--- src/rtl/seq_pattern_tx_if.sv ---
// Handshake and serial-line bundle between a word source and seq_pattern_tx.
// The master side offers words and paces bits; the slave side is the transmitter.
interface seq_pattern_tx_if #(
    parameter int DATA_W = 8
);
    logic              bit_en;
    logic              tx_valid;
    logic [DATA_W-1:0] tx_data;
    logic              tx_ready;
    logic              dout;
    logic              busy;
    logic              frame_done;

    modport master (
        output bit_en, tx_valid, tx_data,
        input  tx_ready, dout, busy, frame_done
    );

    modport slave (
        input  bit_en, tx_valid, tx_data,
        output tx_ready, dout, busy, frame_done
    );
endinterface

--- src/rtl/seq_pattern_tx.sv ---
// Serial frame transmitter: sync pattern, MSB-first payload, optional even
// parity and trailing zero gap, one bit per bit_en tick.
//
//   state | meaning
//   IDLE  | line held at 0, waiting for tx_valid
//   SYNC  | shifting out the sync pattern
//   DATA  | shifting out the payload
//   PAR   | sending the even-parity bit
//   GAP   | sending zeros that return the detector to idle
module seq_pattern_tx #(
    parameter int               PAT_W     = 4,
    parameter logic [PAT_W-1:0] PAT       = 4'b1101,
    parameter int               DATA_W    = 8,
    parameter bit               PARITY_EN = 1'b1,
    parameter int               GAP_BITS  = 2
) (
    input  logic            clk,
    input  logic            clr,
    seq_pattern_tx_if.slave bus
);
    localparam int SH_W  = PAT_W + DATA_W;
    localparam int MAX_A = (PAT_W > DATA_W) ? PAT_W : DATA_W;
    localparam int MAX_C = (MAX_A > GAP_BITS) ? MAX_A : GAP_BITS;
    localparam int CNT_W = $clog2(MAX_C);

    localparam logic [CNT_W-1:0] SYNC_TC = CNT_W'(PAT_W - 1);
    localparam logic [CNT_W-1:0] DATA_TC = CNT_W'(DATA_W - 1);
    localparam logic [CNT_W-1:0] GAP_TC  = CNT_W'(GAP_BITS - 1);

    typedef enum logic [2:0] {
        IDLE = 3'd0,
        SYNC = 3'd1,
        DATA = 3'd2,
        PAR  = 3'd3,
        GAP  = 3'd4
    } state_t;

    state_t            state;
    logic [SH_W-1:0]   shift;
    logic [CNT_W-1:0]  cnt;
    logic              parity;
    logic              dout_q;
    logic              frame_done_q;

    // Pattern and payload share one shift register so SYNC and DATA both
    // just drive the MSB and shift left; cnt is a down-counter per segment.
    always_ff @(posedge clk or posedge clr) begin
        if (clr) begin
            state        <= IDLE;
            shift        <= '0;
            cnt          <= '0;
            parity       <= 1'b0;
            dout_q       <= 1'b0;
            frame_done_q <= 1'b0;
        end else begin
            frame_done_q <= 1'b0;
            case (state)
                IDLE: begin
                    dout_q <= 1'b0;
                    if (bus.tx_valid) begin
                        shift  <= {PAT, bus.tx_data};
                        parity <= ^bus.tx_data;
                        cnt    <= SYNC_TC;
                        state  <= SYNC;
                    end
                end
                SYNC, DATA: begin
                    if (bus.bit_en) begin
                        dout_q <= shift[SH_W-1];
                        shift  <= shift << 1;
                        if (cnt != '0) begin
                            cnt <= cnt - 1'b1;
                        end else if (state == SYNC) begin
                            cnt   <= DATA_TC;
                            state <= DATA;
                        end else if (PARITY_EN) begin
                            state <= PAR;
                        end else begin
                            cnt   <= GAP_TC;
                            state <= GAP;
                        end
                    end
                end
                PAR: begin
                    if (bus.bit_en) begin
                        dout_q <= parity;
                        cnt    <= GAP_TC;
                        state  <= GAP;
                    end
                end
                GAP: begin
                    if (bus.bit_en) begin
                        dout_q <= 1'b0;
                        if (cnt != '0) begin
                            cnt <= cnt - 1'b1;
                        end else begin
                            state        <= IDLE;
                            frame_done_q <= 1'b1;
                        end
                    end
                end
                default: begin
                    state  <= IDLE;
                    cnt    <= '0;
                    dout_q <= 1'b0;
                end
            endcase
        end
    end

    assign bus.tx_ready   = (state == IDLE) && !clr;
    assign bus.busy       = (state != IDLE);
    assign bus.dout       = dout_q;
    assign bus.frame_done = frame_done_q;
endmodule

--- src/flat_wrapper.sv ---
// flat-port wrapper written by rule: the top's interface ports become plain ports
module seq_pattern_tx_flat 
#(
    parameter int               PAT_W     = 4,
    parameter logic [PAT_W-1:0] PAT       = 4'b1101,
    parameter int               DATA_W    = 8,
    parameter bit               PARITY_EN = 1'b1,
    parameter int               GAP_BITS  = 2
)
  (clk, clr, bus_bit_en, bus_tx_valid, bus_tx_data, bus_tx_ready, bus_dout, bus_busy, bus_frame_done);
  seq_pattern_tx_if #(.DATA_W(DATA_W)) bus_i ();
  input  logic clk;
  input  logic clr;
  input wire logic [$bits(bus_i.bit_en)-1:0] bus_bit_en;
  input wire logic [$bits(bus_i.tx_valid)-1:0] bus_tx_valid;
  input wire logic [$bits(bus_i.tx_data)-1:0] bus_tx_data;
  output wire logic [$bits(bus_i.tx_ready)-1:0] bus_tx_ready;
  output wire logic [$bits(bus_i.dout)-1:0] bus_dout;
  output wire logic [$bits(bus_i.busy)-1:0] bus_busy;
  output wire logic [$bits(bus_i.frame_done)-1:0] bus_frame_done;
  assign bus_i.bit_en = bus_bit_en;
  assign bus_i.tx_valid = bus_tx_valid;
  assign bus_i.tx_data = bus_tx_data;
  assign bus_tx_ready = bus_i.tx_ready;
  assign bus_dout = bus_i.dout;
  assign bus_busy = bus_i.busy;
  assign bus_frame_done = bus_i.frame_done;
  seq_pattern_tx #(.PAT_W(PAT_W), .PAT(PAT), .DATA_W(DATA_W), .PARITY_EN(PARITY_EN), .GAP_BITS(GAP_BITS)) u_core (.clk(clk), .clr(clr), .bus(bus_i));
endmodule
--- config.mk ---
export PLATFORM = sky130hd
export DESIGN_NAME = seq_pattern_tx_flat
export DESIGN_NICKNAME = d
export VERILOG_FILES = /design/src/rtl/seq_pattern_tx_if.sv /design/src/rtl/seq_pattern_tx.sv /design/src/flat_wrapper.sv
export SDC_FILE = /design/constraint.sdc
export NUM_CORES = 1
export LEC_CHECK = 0
export CORE_ASPECT_RATIO = 0.75
export CORE_MARGIN = 5
export CORE_UTILIZATION = 55
export CTS_BUF_LIST = sky130_fd_sc_hd__clkbuf_8 sky130_fd_sc_hd__clkbuf_16
export CTS_CLUSTER_DIAMETER = 50
export DETAILED_ROUTE_END_ITERATION = 10
export MAX_ROUTING_LAYER = met4
export PLACE_DENSITY = 0.79
export RECOVER_POWER = 100
export SYNTH_ARGS = -nofsm -noshare
export SYNTH_HDL_FRONTEND = slang
export SYNTH_SLANG_ARGS = --single-unit
--- constraint.sdc ---
create_clock -name clk -period 2.35 [get_ports clk]
set_clock_uncertainty 0.05 [all_clocks]
set_input_delay 0.3525 -clock clk [delete_from_list [all_inputs] [get_ports clk]]
set_output_delay 0.3525 -clock clk [all_outputs]
set_load 0.01 [all_outputs]
==> results of run 1 <==
where the power goes:
part / internal (uW) / total (uW) / switching [uW]
Clock: 116 / 233 / 117
Combinational: 620 / 1160 / 543
Sequential: 532 / 631 / 99.3
Total: 1270 / 2030 / 759
cell families after synthesis:
| logic type | after synthesis |
|---|---|
| xor+xnor | 8 |
| buf+inv | 15 |
| mux | 21 |
| fa+ha+maj | 3 |
| simple gates | 32 |
| compound gates | 24 |
| flops | 21 |
per-layer routing:
layer	vias up	track usage	share of wire
met5	-	-	0
met4	0	0.0269	0.0022
met3	2	0.0451	0.058
met2	42	0.302	0.50
met1	448	0.218	0.44
li1	480	-	-
critical path, cell delays in order (launching register included):
cell	delay [ps]
dfrtp_1	390
or3_4	400
nor2_1	80
dlygate4sd3_1	600
registers in the layout, indices dropped and copies added (netlist names):
signal	count
u_core.parity	1
u_core.state	3
u_core.bus.dout	1
u_core.bus.frame_done	1
u_core.shift	12
u_core.cnt	3
worst paths after layout:
| path | slack, ps | end | startpoint | cells after the start |
|---|---|---|---|---|
| worst max-delay path | 220 | bus_tx_ready | u_core.state[2]$_DFFE_PP0P_ | 3 |
| worst min-delay path | 460 | u_core.shift[10]$_DFFE_PP0P_ | u_core.shift[10]$_DFFE_PP0P_ | 1 |
| worst max register to register | 380 | u_core.cnt[2]$_DFFE_PP0P_ | u_core.cnt[0]$_DFFE_PP0P_ | 6 |
| worst min register to register | 460 | u_core.shift[10]$_DFFE_PP0P_ | u_core.shift[10]$_DFFE_PP0P_ | 1 |
| max in group asynchronous | 710 | u_core.shift[4]$_DFFE_PP0P_ | clr | 3 |
| min in group asynchronous | 870 | u_core.state[1]$_DFFE_PP0P_ | clr | 3 |
cell usage in the layout, fill, tap and decap left out, types with 4 or more instances in the layout:
master           instances
inv_1                    8
xnor2_1                  7
nor2_1                   8
mux2_1                   7
o21ai_0                  5
clkdlybuf4s50_1         10
a21oi_1                  8
mux2_4                   9
nand2_1                 10
or3_1                    4
dlygate4sd3_1            5
buf_4                    4
dfrtp_1                 21
through the flow:
stage | instance area (um^2) | util | hold slack (ps) | std cells | setup slack (ps)
2_1_floorplan | 1350 | - | 279 | 124 | 703
3_3_place_gp | 1540 | 0.661 | 413 | 172 | 357
3_5_place_dp | 1540 | 0.661 | 434 | 172 | 297
4_1_cts | 1580 | 0.681 | 426 | 176 | 257
5_1_grt | 1540 | 0.663 | 466 | 176 | 167
6_report | 1540 | 0.663 | 460 | 176 | 215
cell type report:
cell class / count / share of cell area
clock buffer: 3 / 0.0267
multi-input combinational: 88 / 0.461
sequential: 21 / 0.340
tap: 34 / 0.0276
clock inverter: 1 / 0.00243
inverter: 7 / 0.0170
timing repair buffer: 22 / 0.125
==> PnR_summary.wiki, run 1 <==
{| class="wikitable"
! Metric !! Value
|-
| Post-Synth Adder-Cell Area || 0.0260
|-
| Number of buffer cells added on primary ports || 15
|-
| Synth Area in Compound Gates || 0.119
|-
| Share of layout cells above drive strength 1 || 0.169
|-
| Cell at the root of the clock tree || clkbuf_8
|-
| Max VDD drop || 0.000582 V
|-
| Async set-reset flop share out of synthesis || 1.00
|-
| Number of rows created at floorplan || 15
|-
| Total power density per cell area || 1310 nW/um^2
|-
| Post-CTS setup repair buffer count || 0
|-
| CTS sink count || 21
|-
| Die area || 3540 um^2
|-
| Height of the die || 52.8 um
|-
| Static Leakage || 0.000691 uW
|-
| Actual transition at the worst max-transition pin || 1130 ps
|-
| Synthesis-to-layout area growth || 14.8%
|-
| Yosys synthesis warning count || 0
|-
| GP Congestion || 0.770
|-
| # hold bufs at CTS || 0
|-
| Maximum clock insertion buffer count || 2
|-
| Final hold vios || 0
|-
| Portion of synthesized cell area occupied by the leading cell type || 0.391
|-
| WP data arrival || 1730 ps
|-
| Predominant post-synthesis flop cell || dfrtp_1
|-
| Wire length per cell after detailed routing || 15.2 um
|-
| Fraction of the cycle the final worst path needs || 0.908
|-
| GRT Residual Overflow || 0
|-
| First-pass detailed-route iteration total || 4
|-
| Min Clock Period, post-route || 2130 ps
|-
| Portion of the post-synthesis area used by sequential elements || 0.391
|-
| Clock input transition at the sequential cells of the worst setup and hold paths || 70 ps
|-
| Category of the worst setup path capture point || primary output
|-
| Vias || 972
|-
| Simple logic cell fraction of the synthesized area || 0.136
|-
| Synth area leader || dfrtp_1
|-
| First DRT Iteration DRCs || 53
|-
| Count leader, synth || dfrtp_1
|-
| Nature of the critical path startpoint || flop
|-
| Post-DP HPWL || 2.00 mm
|-
| Maximum achievable frequency || 468 MHz
|-
| Core Region || 2330 um^2
|-
| Maximum number of pins on one net before global-route repair || 22
|-
| Critical path class || reg2out
|-
| Largest family of logic cells by synthesized area || multiplexers
|-
| Count of boundary I/O pins || 16
|-
| Xor/xnor cell area share of the yosys netlist || 0.0577
|-
| Count of distinct cell types in the synthesized netlist || 38
|-
| Cell types with the highest counts after synthesis || dfrtp_1, mux2_4, nand2_1
|-
| Number of register bits inferred by synthesis || 21
|-
| Fill cell instance count of the final layout || 203
|-
| Final wirelength || 2.67 mm
|-
| Overall die width || 67.1 um
|-
| H-tree depth || 1
|-
| Number of nets with antenna violations after detailed routing || 0
|-
| Data required, critical path || 1950 ps
|-
| Cells after synthesis || 124
|-
| Count of endpoints failing setup in the final report || 0
|-
| Max-capacitance violation count || 0
|-
| Antenna cells || 0
|-
| GRT Util Overall || 0.178
|-
| Routed via count divided by cell count || 5.52
|-
| Area of the multi-input gates || 712 um^2
|-
| Total power after layout || 2030 uW
|-
| Clock insertion delay at the later pin of the skew report || 260 ps
|-
| Synth area leaders || dfrtp_1, mux2_4, xnor2_1
|-
| Global-route wire length before repair || 4.60 mm
|-
| Via count of the first global-routing pass || 1011
|-
| Mux cell area share after synthesis || 0.213
|-
| Initial Util || 0.578
|-
| Register Area || 526 um^2
|-
| Tightest slew margin relative to the limit || 0.246
|-
| Number of remaining DRC errors || 0
|-
| Total CTS buffers || 3
|-
| # nets final || 157
|-
| Critical Path Fanout Max || 3
|-
| Number of resized instances in the post-cts repair step || 0
|-
| Count of flip-flops with a built-in enable after synthesis || 0
|-
| Post-Synthesis Net Count || 138
|-
| Antenna violations before repair || 0
|-
| Hold WC Path Type || reg2reg
|-
| Run status || complete, no violations
|-
| Cell Area, Synth || 1350 um^2
|-
| Post-synthesis area per instance || 10.8 um^2
|-
| Setup total negative slack || 0 ps
|-
| Count of pins over their slew limit || 0
|-
| CTS tree || yes
|-
| Setup repair after global routing missed its margin || false
|}
No activity file was read; power rests on OpenSTA's default activity.
==> run 2: changes to the inputs <==
Settings changed: CORE_MARGIN 5 to 4, SLEW_MARGIN set to 20.
==> run 2 against run 1 <==
Via count up 0.62%. First-iteration DRC count down 9.4%. Worst setup slack better by 6.6 ps. Clock power about the same. Sequential share of layout area down 0.055 points. Global-route usage up 1.1 points. Final cell count unchanged. Highest routed layer unchanged.
==> PnR_summary.wiki, run 2 (synthesized netlist as in run 1, its figures left out) <==
{| class="wikitable"
! Metric !! Value
|-
| Maximum achievable frequency || 470 MHz (+0.31%)
|-
| Fraction of the cycle the final worst path needs || 0.906 (-0.00280)
|-
| Fill cell instance count of the final layout || 183 (-9.9%)
|-
| First-pass detailed-route iteration total || 4 (unchanged)
|-
| Routed via count divided by cell count || 5.56 (+0.62%)
|-
| Die area || 3310 um^2 (-6.7%)
|-
| Clk pwr share || 0.114 (about the same)
|-
| Height of the die || 50.8 um (-3.8%)
|-
| Hold slack final || 446 ps (-13.6 ps)
|-
| Number of nets with antenna violations after detailed routing || 0 (unchanged)
|-
| Power spent charging and discharging nets || 766 uW (+0.96%)
|-
| Max VDD drop || 0.000706 V (+21%)
|-
| Maximum clock insertion buffer count || 2 (unchanged)
|-
| Wire length per cell after detailed routing || 15.1 um (-0.60%)
|-
| Clock input transition at the sequential cells of the worst setup and hold paths || 80 ps (about the same)
|-
| Startpoint of the worst setup timing path || u_core.state[2]$_DFFE_PP0P_
|-
| GRT Residual Overflow || 0 (unchanged)
|-
| Most common cell after layout, fill and taps aside || dfrtp_1
|-
| WP data arrival || 1730 ps (about the same)
|-
| Run status || complete, no violations
|-
| Critical path class || reg2out
|-
| Number of remaining DRC errors || 0 (unchanged)
|-
| Number of resized instances in the post-cts repair step || 0 (unchanged)
|-
| H-tree depth || 1 (unchanged)
|-
| Max-capacitance violation count || 0 (unchanged)
|-
| Post-CTS setup repair buffer count || 0 (unchanged)
|-
| Total CTS buffers || 3 (unchanged)
|-
| Setup total negative slack || 0 ps (unchanged)
|-
| Synthesis-to-layout area growth || 15.0%
|-
| Initial Util || 0.583 (+0.00470)
|-
| Launch instance of the worst register-to-register path || u_core.state[1]$_DFFE_PP0P_
|-
| Maximum number of pins on one net before global-route repair || 22 (unchanged)
|-
| Top flop regs || u_core.shift (12), u_core.cnt (3), u_core.state (3)
|-
| Comb power frac || 0.576 (+0.002)
|-
| Hold WC Path Type || reg2reg
|-
| Post-DP HPWL || 1.95 mm (-2.2%)
|-
| Static Leakage || 0.000692 uW (+0.25%)
|-
| Antenna cells || 0 (unchanged)
|-
| Core Region || 2310 um^2 (-0.81%)
|-
| Last element of the critical path || bus_tx_ready
|-
| Cell at the root of the clock tree || clkbuf_8
|-
| Category of the worst setup path capture point || primary output
|-
| Count of boundary I/O pins || 16 (unchanged)
|-
| # hold bufs at CTS || 0 (unchanged)
|-
| Global-route wire length before repair || 4.67 mm (+1.7%)
|-
| Count of endpoints failing setup in the final report || 0 (unchanged)
|-
| GRT Util Overall || 0.189 (+0.0107)
|-
| Number of cells on the worst reg-to-reg path || 6 (unchanged)
|-
| CTS tree || yes
|-
| Most frequent cells in the layout || dfrtp_1, nand2_1, clkdlybuf4s50_1
|-
| Vias || 978 (+0.62%)
|-
| Final hold vios || 0 (unchanged)
|-
| Share of total power in sequential cells || 0.310 (about the same)
|-
| Overall die width || 65.1 um (-3.0%)
|-
| Number of rows created at floorplan || 15 (unchanged)
|-
| Number of buffer cells added on primary ports || 15 (unchanged)
|-
| Share of layout cells above drive strength 1 || 0.176 (+0.00704)
|-
| Flip-flop count of the largest register, all copies and words added || 12 (unchanged)
|-
| Data required, critical path || 1950 ps (about the same)
|-
| Actual transition at the worst max-transition pin || 1120 ps (-6.35 ps)
|-
| First DRT Iteration DRCs || 48 (-9.4%)
|-
| Register containing the most flip-flops in the final layout || u_core.shift
|-
| GP Congestion || 0.786 (+2.1%)
|-
| # nets final || 157 (unchanged)
|-
| Switching power share of the total || 0.377 (+0.00261)
|-
| Final wirelength || 2.66 mm (-0.60%)
|-
| Count of pins over their slew limit || 0 (unchanged)
|-
| Min Clock Period, post-route || 2130 ps (-6.57 ps)
|-
| Setup repair after global routing missed its margin || false
|-
| Terminus of the critical flop-to-flop path || u_core.shift[5]$_DFFE_PP0P_
|-
| Tightest slew margin relative to the limit || 0.250 (+0.00423)
|-
| Clock insertion delay at the later pin of the skew report || 260 ps (about the same)
|-
| Antenna violations before repair || 0 (unchanged)
|-
| Cell-internal power || 1270 uW (-0.16%)
|-
| CTS sink count || 21 (unchanged)
|-
| Via count of the first global-routing pass || 1045 (+3.4%)
|-
| Register-to-register setup slack || 290 ps (-90 ps)
|-
| Critical Path Fanout Max || 3 (unchanged)
|-
| Total power density per cell area || 1310 nW/um^2 (about the same)
|-
| Nature of the critical path startpoint || flop
|}
==> run 2: cell types whose count changed in the layout (fill, tap and decap cells not counted), sizes merged <==
cell    previous run  this run
clkbuf             6         7
buf                4         3
==> run 2: layout make-up <==
cell class,count,area (um^2),share of cell area
Multi-Input combinational cell,88,717,0.464
Sequential cell,21,526,0.340
Timing Repair Buffer,22,190,0.123
Tap cell,34,42.5,0.0275
Clock buffer,3,41.3,0.0267
Inverter,7,26.3,0.0170
Clock inverter,1,3.75,0.00243
==> run 2: per-stage QoR <==
stage	utilization	total power (uW)	instance area, um^2	setup slack, ps	instances
6_report	0.670	2030	1550	222	176
5_1_grt	0.670	2190	1550	131	176
4_1_cts	0.686	2150	1580	275	176
3_5_place_dp	0.667	1910	1540	229	172
3_3_place_gp	0.667	1830	1540	357	172
2_1_floorplan	-	1660	1350	703	124
==> run 2: how the worst min path moves through the flow <==
| stage | startpoint | end | slack [ps] | cells past startpoint |
|---|---|---|---|---|
| after floorplan | clr | u_core.bus.dout$_DFFE_PP0P_ | 280 | 1 |
| after global placement | u_core.shift[10]$_DFFE_PP0P_ | u_core.shift[10]$_DFFE_PP0P_ | 420 | 1 |
| after global routing | u_core.shift[4]$_DFFE_PP0P_ | u_core.shift[4]$_DFFE_PP0P_ | 480 | 1 |
| after CTS | clr | u_core.state[0]$_DFFE_PP0P_ | 410 | 3 |
| after detailed placement | u_core.shift[10]$_DFFE_PP0P_ | u_core.shift[10]$_DFFE_PP0P_ | 430 | 1 |
| final | u_core.shift[4]$_DFFE_PP0P_ | u_core.shift[4]$_DFFE_PP0P_ | 450 | 1 |
==> run 2: routing by layer <==
layer	up-vias	wire length [um]	track usage
met3	6	182	0.0484
li1	473	-	-
met2	41	1260	0.302
met1	458	1160	0.236
met5	-	0	-
met4	0	49	0.0621
==> run 2: power by group through the flow <==
stage / Clock (uW) / Sequential [uW] / Combinational (uW)
after global routing: 252 / 653 / 1290
after CTS: 237 / 634 / 1280
after floorplan: 0 / 615 / 1050
after detailed placement: 0 / 637 / 1270
final: 232 / 630 / 1170
after global placement: 0 / 625 / 1200
==> run 2: critical path: stages (launching register included) <==
cell and delay [ps]:
dfrtp_1 380, or3_4 400, nor2_1 80, dlygate4sd3_1 600
==> run 3: changes to the inputs <==
Settings changed: CORE_UTILIZATION 55 to 30, PLACE_DENSITY 0.79 to not set.
==> run 3 against run 2 <==
Largest power group unchanged. Register-to-register slack gained 40 ps. Clock-buffer cell count is the same. Critical path type unchanged. Via count shrank 4.2%.
==> PnR_summary.wiki, run 3 (synthesized netlist as in run 1, its figures left out) <==
{| class="wikitable"
! Metric !! Value
|-
| Min Clock Period, post-route || 2110 ps (-15.7 ps)
|-
| Count of boundary I/O pins || 16 (unchanged)
|-
| First DRT Iteration DRCs || 91 (+90%)
|-
| Max-capacitance violation count || 0 (unchanged)
|-
| Number of resized instances in the post-cts repair step || 0 (unchanged)
|-
| Fraction of the cycle the final worst path needs || 0.899 (-0.00669)
|-
| Setup total negative slack || 0 ps (unchanged)
|-
| Overall die width || 85.3 um (+31%)
|-
| GRT Util Overall || 0.105 (-0.0840)
|-
| Nature of the critical path startpoint || flop
|-
| Maximum clock insertion buffer count || 2 (unchanged)
|-
| Die area || 5630 um^2 (+70%)
|-
| # hold bufs at CTS || 0 (unchanged)
|-
| Routed via count divided by cell count || 4.76 (-14%)
|-
| Slowest cell on crit path || dlygate4sd3_1
|-
| Post-CTS setup repair buffer count || 0 (unchanged)
|-
| Critical Path Fanout Max || 3 (unchanged)
|-
| Hold WC Path Type || reg2reg
|-
| Most common cell after layout, fill and taps aside || dfrtp_1
|-
| Wire length per cell after detailed routing || 13.3 um (-12%)
|-
| # nets final || 157 (unchanged)
|-
| Post-DP HPWL || 1.97 mm (+1.0%)
|-
| Number of remaining DRC errors || 0 (unchanged)
|-
| Global-route wire length before repair || 4.56 mm (-2.4%)
|-
| Number of buffer cells added on primary ports || 15 (unchanged)
|-
| Core Region || 4180 um^2 (+81%)
|-
| First-pass detailed-route iteration total || 4 (unchanged)
|-
| Total power density per cell area || 1270 nW/um^2 (-3.0%)
|-
| Placed inst area || 1570 um^2 (+1.7%)
|-
| Post-route cell area || 1570 um^2 (+1.2%)
|-
| Vias || 937 (-4.2%)
|-
| Final hold vios || 0 (unchanged)
|-
| Number of nets with antenna violations after detailed routing || 0 (unchanged)
|-
| WP data arrival || 1710 ps (-20 ps)
|-
| CP Cell Sequence || or3_4, nor2_1, dlygate4sd3_1
|-
| Maximum number of pins on one net before global-route repair || 21 (-4.5%)
|-
| Critical path class || reg2out
|-
| Number of rows created at floorplan || 20 (+5)
|-
| Setup repair after global routing missed its margin || false
|-
| Share of layout cells above drive strength 1 || 0.169 (-0.00704)
|-
| Max stage delay on crit path || 600 ps (about the same)
|-
| Antenna cells || 0 (unchanged)
|-
| Total CTS buffers || 3 (unchanged)
|-
| CTS sink count || 21 (unchanged)
|-
| Clock insertion delay at the later pin of the skew report || 260 ps (about the same)
|-
| Cell at the root of the clock tree || clkbuf_8
|-
| Data required, critical path || 1950 ps (about the same)
|-
| Clock input transition at the sequential cells of the worst setup and hold paths || 80 ps (about the same)
|-
| Most frequent cells in the layout || dfrtp_1, nand2_1, clkdlybuf4s50_1
|-
| CTS tree || yes
|-
| Maximum achievable frequency || 473 MHz (+0.74%)
|-
| Category of the worst setup path capture point || primary output
|-
| Flip-flop count of the largest register, all copies and words added || 12 (unchanged)
|-
| Register containing the most flip-flops in the final layout || u_core.shift
|-
| Initial Util || 0.322 (-0.261)
|-
| Run status || complete, no violations
|-
| Top flop regs || u_core.shift (12), u_core.cnt (3), u_core.state (3)
|-
| Synthesis-to-layout area growth || 16.4%
|-
| GRT Residual Overflow || 0 (unchanged)
|-
| Count of endpoints failing setup in the final report || 0 (unchanged)
|-
| Antenna violations before repair || 0 (unchanged)
|-
| Height of the die || 66.0 um (+30%)
|-
| Tightest slew margin relative to the limit || 0.583 (+0.333)
|-
| Via count of the first global-routing pass || 953 (-8.8%)
|-
| Actual transition at the worst max-transition pin || 626 ps (-499 ps)
|-
| Static Leakage || 0.000688 uW (-0.71%)
|-
| Final wirelength || 2.62 mm (-1.5%)
|-
| Max VDD drop || 0.000466 V (-34%)
|-
| Count of pins over their slew limit || 0 (unchanged)
|-
| H-tree depth || 1 (unchanged)
|-
| GP Congestion || 0.725 (-7.8%)
|}
-- run 3: cell count changes in the layout (fill, tap and decap cells not counted) --
cell | before | now
a211oi_1 | 1 | 2
a211oi_2 | 1 | 0
clkdlybuf4s50_1 | 10 | 9
clkinv_2 | 0 | 1
dlygate4sd3_1 | 5 | 6
inv_1 | 8 | 7
mux2_1 | 7 | 8
mux2_4 | 9 | 8
-- run 3: per-stage QoR --
stage,std cells,hold slack [ps],setup WS [ps],total power [uW],util
after CTS,197,366,274,2140,0.386
after detailed placement,193,426,300,1900,0.375
after floorplan,124,279,703,1660,-
final,197,442,238,1990,0.375
after global routing,197,468,155,2180,0.375
after global placement,193,417,334,1850,0.375
-- run 3: cell type report --
| type | instances | area [um^2] |
|---|---|---|
| clock buffers | 3 | 41.3 |
| fillers | 417 | 2610 |
| well taps | 55 | 68.8 |
| flip-flops and latches | 21 | 526 |
| inverters | 7 | 26.3 |
| repair buffers | 22 | 190 |
| multi-input cells | 88 | 708 |
| clock inverters | 1 | 5.00 |
-- run 3: layer usage --
| layer | vias to the layer above | GRT usage | wire [um] |
|---|---|---|---|
| li1 | 475 | - | - |
| met1 | 446 | 0.144 | 1360 |
| met2 | 14 | 0.158 | 1190 |
| met3 | 2 | 0.0149 | 52 |
| met4 | 0 | 0.0356 | 21 |
| met5 | - | - | 0 |
-- run 3: where the power goes --
| group | internal [uW] | switching [uW] |
|---|---|---|
| registers | 531 | 90.1 |
| logic | 600 | 536 |
| clock network | 118 | 120 |
| total | 1250 | 746 |
-- run 3: worst paths after layout --
| kind | from | end | slack (ps) | cells after the start |
|---|---|---|---|---|
| worst max-delay path | u_core.state[2]$_DFFE_PP0P_ | bus_tx_ready | 240 | 3 |
| worst min-delay path | u_core.shift[7]$_DFFE_PP0P_ | u_core.shift[7]$_DFFE_PP0P_ | 440 | 1 |
| worst max register to register | u_core.cnt[0]$_DFFE_PP0P_ | u_core.cnt[2]$_DFFE_PP0P_ | 330 | 6 |
| worst min register to register | u_core.shift[7]$_DFFE_PP0P_ | u_core.shift[7]$_DFFE_PP0P_ | 440 | 1 |
| max in group asynchronous | clr | u_core.cnt[1]$_DFFE_PP0P_ | 880 | 3 |
| min in group asynchronous | clr | u_core.shift[11]$_DFFE_PP0P_ | 490 | 2 |
-- run 3: worst max-delay path: cells and delay by family (launching register included) --
kind | cells | cell delay, ps
DFF | 1 | 380
buffers and inverters | 1 | 600
and+or+nand+nor | 2 | 470
